**config.mk**
```make
export PLATFORM = sky130hd
export DESIGN_NAME = gate_bist
export DESIGN_NICKNAME = d
export VERILOG_FILES = /design/src/rtl/gate_bist.sv
export SDC_FILE = /design/constraint.sdc
export NUM_CORES = 1
export LEC_CHECK = 0
export CORE_ASPECT_RATIO = 0.5
export CORE_MARGIN = 2
export CORE_UTILIZATION = 54
export CTS_CLUSTER_SIZE = 10
export DETAILED_ROUTE_END_ITERATION = 7
export PLACE_DENSITY = 0.8
export SLEW_MARGIN = 10
export SYNTH_ARGS = -nofsm -noshare
export SYNTH_HDL_FRONTEND = slang
export SYNTH_SLANG_ARGS = --single-unit
export TNS_END_PERCENT = 100
```
**constraint.sdc**
```tcl
create_clock -name clk -period 2.5 [get_ports clk]
set_input_delay 0.75 -clock clk [delete_from_list [all_inputs] [get_ports clk]]
set_output_delay 0.75 -clock clk [all_outputs]
set_load 0.01 [all_outputs]
```
**src/rtl/gate_bist.sv**
```systemverilog
// gate_bist: exhaustive stimulus/response self-test for quad 2-input gate models.
module gate_bist #(
    parameter int WIDTH  = 4,
    parameter int SETTLE = 2
) (
    input  logic                 clk,
    input  logic                 rst_n,
    input  logic                 start,
    input  logic [1:0]           op,
    output logic [WIDTH-1:0]     dut_a,
    output logic [WIDTH-1:0]     dut_b,
    input  logic [WIDTH-1:0]     dut_y,
    output logic                 busy,
    output logic                 done,
    output logic                 pass,
    output logic [2*WIDTH:0]     err_count,
    output logic                 fail_valid,
    output logic [WIDTH-1:0]     first_fail_a,
    output logic [WIDTH-1:0]     first_fail_b,
    output logic [WIDTH-1:0]     first_fail_y
);
    localparam int CW = $clog2(SETTLE + 1);

    typedef enum logic [2:0] {IDLE, DRIVE, WAIT, CHECK, FINISH} state_t;

    state_t               state, state_nx;
    logic [2*WIDTH-1:0]   vec;
    logic [1:0]           op_q;
    logic [CW-1:0]        cnt;
    logic [WIDTH-1:0]     exp_y;
    logic                 last;

    assign last  = &vec;
    assign exp_y = op_q == 2'b00 ? dut_a & dut_b :
                   op_q == 2'b01 ? dut_a | dut_b :
                   op_q == 2'b10 ? dut_a ^ dut_b : ~(dut_a & dut_b);

    always_ff @(posedge clk or negedge rst_n) begin
        if (!rst_n) state <= IDLE;
        else        state <= state_nx;
    end

    always_comb begin
        state_nx = state;
        case (state)
            IDLE:    state_nx = start ? DRIVE : IDLE;
            DRIVE:   state_nx = WAIT;
            WAIT:    state_nx = cnt == CW'(1) ? CHECK : WAIT;
            CHECK:   state_nx = last ? FINISH : DRIVE;
            FINISH:  state_nx = IDLE;
            default: state_nx = IDLE;
        endcase
    end

    always_comb begin
        busy = state == DRIVE || state == WAIT || state == CHECK;
        done = state == FINISH;
    end

    always_ff @(posedge clk or negedge rst_n) begin
        if (!rst_n) begin
            vec          <= '0;
            op_q         <= '0;
            cnt          <= '0;
            dut_a        <= '0;
            dut_b        <= '0;
            pass         <= 1'b0;
            err_count    <= '0;
            fail_valid   <= 1'b0;
            first_fail_a <= '0;
            first_fail_b <= '0;
            first_fail_y <= '0;
        end else begin
            case (state)
                IDLE: if (start) begin
                    op_q         <= op;
                    vec          <= '0;
                    pass         <= 1'b0;
                    err_count    <= '0;
                    fail_valid   <= 1'b0;
                    first_fail_a <= '0;
                    first_fail_b <= '0;
                    first_fail_y <= '0;
                end
                DRIVE: begin
                    {dut_a, dut_b} <= vec;
                    cnt            <= CW'(SETTLE);
                end
                WAIT: cnt <= cnt - 1'b1;
                CHECK: begin
                    if (dut_y != exp_y) begin
                        err_count <= err_count + 1'b1;
                        if (!fail_valid) begin
                            fail_valid   <= 1'b1;
                            first_fail_a <= dut_a;
                            first_fail_b <= dut_b;
                            first_fail_y <= dut_y;
                        end
                    end
                    if (!last) vec <= vec + 1'b1;
                end
                FINISH: begin
                    pass  <= err_count == '0;
                    dut_a <= '0;
                    dut_b <= '0;
                end
                default: ;
            endcase
        end
    end
endmodule

```
Yosys cells after proc, flatten, opt, wreduce, memory -nomap -nowiden
Index checks and enable logic that the tools add are counted.
Word-level totals
  bits in read-only memories: 0
  latch bits: 0
  bits in writable memories: 0
  memories kept: 0
  output and inout bits: 33
  register bits after elaboration: 46
  word-level logic and storage cells: 76
Operators by class
  div/mod/pow operators: 0
  reduce and logical (&&, ||, !) cells: 15
  bitwise gates (word level): 4
  add/sub/neg operators: 3
  muxes and demuxes: 30
  $mul: 0
  eq/ne operators: 12
  order comparisons: 0
  shift operators: 0
Operator list (count)
  two-way mux 4 bit: 10
  one-hot mux 4 bit (2 select lines): 5
  two-way mux 9 bit: 2
  one-hot mux 9 bit (2 select lines): 1
  two-way mux 8 bit: 2
  one-hot mux 8 bit (2 select lines): 1
  one-hot mux 3 bit (4 select lines): 1
  adder 9 x 1 -> 9 bit (second input constant): 1
  logical NOT 9 bit: 1
  adder 8 x 1 -> 8 bit (second input constant): 1
  AND reduction 8 bit: 1
  nonzero test 2 bit: 4
  equality test 3 x 2 -> 1 bit (second input constant): 2
  != test 2 bit (second input constant): 3
  AND reduction 3 bit: 2
  bitwise AND 4 bit: 1
  equality test 2 x 1 -> 1 bit (second input constant): 2
  two-way mux 1 bit: 4
  != test 4 bit: 1
  inverter 4 bit: 1
  OR 4 bit: 1
  one-hot mux 1 bit (2 select lines): 2
  one-hot mux 2 bit (2 select lines): 1
  AND reduction 2 bit: 2
  other kinds (11): 12

Depth between registers and ports, before layout
  word-level depth: 8
  mapped depth: 9
  depth with buffers taken out: 8

Worst setup path after synthesis
OpenSTA, ideal clock, no wires.
  path type: reg2reg
  start: register dut_a[2]
  end: register first_fail_a[0]
  cell stages (with the launch flop): 10
  clock period less this slack: 2.337 ns
  data required time: 2.379 ns
  library setup time: 0.121 ns
  arrival: 2.216 ns
  path slack: 0.163 ns
  buffers on the path: 1
  cell sequence: dfrtp_1 inv_1 ha_1 nor2_1 or4b_1 nand4b_1 nor2_2 a311o_1 buf_6 a22o_1
On the way
  longest elaborated chain between the ends: 8
  elaborated cells on any way between the ends: 10
RTL lines
  start: declaration: line 10  | output logic [WIDTH-1:0] dut_a,
  start signal: assignment: line 86  | {dut_a, dut_b} <= vec;
  bitwise AND 4 bit: line 34, 36
  inverter 4 bit: line 36  | op_q == 2'b10 ? dut_a ^ dut_b : ~(dut_a & dut_b);
  two-way mux 4 bit: line 36
  two-way mux 4 bit: line 35  | op_q == 2'b01 ? dut_a | dut_b :
  two-way mux 4 bit (*): line 34  | assign exp_y = op_q == 2'b00 ? dut_a & dut_b :
  != test 4 bit (*): line 91  | if (dut_y != exp_y) begin
  != test 2 x 1 -> 1 bit (no source line) (*)
  AND reduction 4 bit (no source line) (*)
  end signal: assignment: line 95  | first_fail_a <= dut_a;
  end: declaration: line 18  | output logic [WIDTH-1:0] first_fail_a,
Mark *: on every way between the ends. The rest lies on a longest branch, timed or not.
A chain may end at the register's enable or synchronous reset.

Worst setup path after layout
  start: register dut_a[2]
  end: register first_fail_y[3]
On the way
  longest elaborated chain between the ends: 8
  elaborated cells on any way between the ends: 10
RTL lines
  bitwise AND 4 bit: line 34, 36
  inverter 4 bit: line 36
  two-way mux 4 bit: line 36
  two-way mux 4 bit: line 35
  two-way mux 4 bit (*): line 34
  != test 4 bit (*): line 91
  != test 2 x 1 -> 1 bit (no source line) (*)
  AND reduction 4 bit (no source line) (*)
  end signal: assignment: line 97  | first_fail_y <= dut_y;
  end: declaration: line 20  | output logic [WIDTH-1:0] first_fail_y
Marked as above.

==> results.md <==
- Mean routed wirelength per cell: 16.80 um
- Fmax: 394.4 MHz
- CTS tree: yes
- Worst-path clk slew: 90 ps
- Worst clock skew: 4.218 ps
- Yosys reg bits: 46
- Critical path required time: 2680 ps
- Via Count: 2,506
- Critical Path AT: 2720 ps
- Top Ports: 42
- Worst-Skew Late Latency: 300 ps
- Status: finished, violations left
- Placed cell area: 3226 sq um
- Crit-path cells: ha_2 -> and2_4 -> or4b_1 -> nand4b_1 -> nor2_4 -> buf_6 -> a311o_2 -> a22o_1
- Flop-to-flop setup slack: -40 ps
- Async set-reset flop share out of synthesis: 100.0%
- Area grow syn2layout: 31.49%
- Die X: 102.9 um
- CP Max Fanout: 6
- PortBufs: 41
- Clk root buf: clkbuf_8
- Fin crit share: 101.4%
- Die area: 5503 sq um
- Min Tclk post-route: 2535 ps
- Syn Area/Cell: 9.207 sq um
- Fin nets: 372
- Initial Util: 58.05%
- Drc violations: 0
- Largest net degree at the start of global routing: 26
- Vias/cell: 5.995
- Fin. max-slew vios: 0
- Synth Instances: 287
- Worst Setup Start Kind: register
- Failing checks: negative setup slack
- Slew HR: 51.38%
- Max Cap Viol: 0
- Netlist Area Pre-Place: 2643 sq um
- Clock buffer depth: 2
- Share of cells above drive strength 1: 15.91%
- Antenna violations before repair: 0
- Post-DP HPWL: 4834 um
- PD cells: 1295 nW/um^2
- Final worst setup slack: -35.23 ps
- Setup-failing EPs final: 2
- Core Box Area: 4552 sq um
- WS Path Type: register to register
- Final hold violation count: 0
- Gr usage total: 28.52%
- Lkg Pwr: 1.558 nW
- Syn_nets: 308
- Vias in the first global route: 2,379
- Most frequent cells in the layout: dfrtp_1, clkdlybuf4s50_1, nand2_1, buf_4, nor2_1
- Least-Margin Pin Slew: 726.6 ps
- Synth unique cells: 51
- Critical-path top delay cell: or4b_1
- Placed cell count: 400
- Row count: 17
- Number of synthesized flops with an enable pin: 0
- First-pass GRT wire length: 11,580 um
- DRT antenna net count: 0
- GRT overflow: 0
- Fin Setup TNS: -53.96 ps
- Post-synth top flop: dfrtp_1
- H-tree lvl count: 2
- GPL Wtd Cong: 0.8710
- Setup crit end kind: register
- Die span in y: 53.47 um
- CP max stage delay: 500 ps
- Total power: 0.004501 W
- Max rail drop VDD: 0.5132 mV
- Initial DRC Count: 206
- Register area share after synthesis: 43.56%
- Yosys Warn Count: 0
- Non-Filler Instances: 418
- Routed WL: 7022 um
- Finished Cell Area: 3475 sq um
- RSZ-0062 raised after global routing: yes
- N_diodes: 0
- Most common cell after layout, fill and taps aside: dfrtp_1
- First-pass DRT Iterations: 4
- Worst Hold Class: primary input to async pin
- CTS buffer count: 5
- Clock sinks: 46
[final cells by class]
type                            count  area [sq um]
Inverter                           13         48.80
Timing Repair Buffer               72         668.1
Multi-Input combinational cell    213          1414
Clock inverter                      3         40.04
Clock buffer                        5         68.82
Tap cell                           66         82.58
Fill cell                         337          1077
Sequential cell                    46          1152
[registers in the layout (all words and copies together), names as in the netlist]
name          cells
err_count         9
vec               8
dut_a             4
dut_b             4
first_fail_a      4
first_fail_b      4
first_fail_y      4
state             3
cnt               2
op_q              2
fail_valid        1
pass              1
[critical path, delay by kind of cell, from the launching register on]
| kind | cells | cell delay (ps) |
|---|---|---|
| buf+inv | 1 | 140 |
| compound gates | 2 | 740 |
| simple gates | 4 | 900 |
| flops | 1 | 430 |
| fa+ha+maj | 1 | 210 |
[per-layer routing]
metal	GRT usage [%]	share of wire, %	up-vias
met1	39.00	47	1228
li1	-	-	1169
met4	8.553	0.93	0
met5	0	0	-
met2	45.89	45	102
met3	6.077	6.5	7
[power breakdown]
group          switching, W  internal [W]  total [W]
logic               0.00132       0.00134    0.00266
registers          0.000295      0.000990    0.00129
clock network      0.000259      0.000295   0.000553
[stage by stage]
stage	utilization, %	hold slack, ps	worst slack (ps)
3_5_place_dp	70.86	492.4	-964.8
6_report	76.33	437.5	-35.23
5_1_grt	76.33	461.8	-98.12
2_1_floorplan	-	454.4	162.7
3_3_place_gp	70.86	487.4	-763.8
4_1_cts	74.74	441.0	0.4612
[final timing paths]
path / from / end / cells after the start
worst max-delay path: dut_a[2] / first_fail_y[3] / 8
worst min-delay path: rst_n / pass / 1
worst max register to register: dut_a[2] / first_fail_y[3] / 8
worst min register to register: first_fail_y[1] / first_fail_y[1] / 1
max in group asynchronous: rst_n / first_fail_y[3] / 2
min in group clk: first_fail_y[1] / first_fail_y[1] / 1
[cell usage after synthesis, types with 3 or more instances]
cell       count  area share [%]
and3_1         4            0.95
buf_2          3            0.57
xor2_1         5             1.7
o211ai_1       4             1.1
o21ai_0       14             2.7
a32oi_1        4             1.3
nand2b_1       9             2.1
or2_2          5             1.2
a211oi_1       4             1.1
a22o_1        12             4.0
nand4_1       13             3.1
a21oi_1        9             1.7
nor3_1         7             1.3
inv_1         13             1.8
a2bb2oi_1      8             2.7
nand3_1       15             2.8
nand2_1       35             5.0
nor2_1        19             2.7
dfrtp_1       46              44
clkbuf_1       9             1.3
and2_1         3            0.71
ha_1          12             5.7
[kinds of logic (layout without fill, tap and decap cells)]
group | Yosys count | count (layout) | synth area share [%]
fa+ha+maj | 12 | 12 | 5.682
simple gates | 125 | 125 | 24.76
compound gates | 68 | 69 | 18.70
flops | 46 | 46 | 43.56
buf+inv | 29 | 93 | 4.971
xor+xnor | 7 | 7 | 2.320
[what timing repair did]
action / 4_1_cts / 5_1_grt
cloned: 1 / 0
pin swaps: 5 / 11
setup buffers: 3 / 6
hold buffers: 0 / 0
resized for setup: 8 / 8
setup endpoints to repair: 19 / 16
Note: power is estimated with default switching activity, not from simulation.
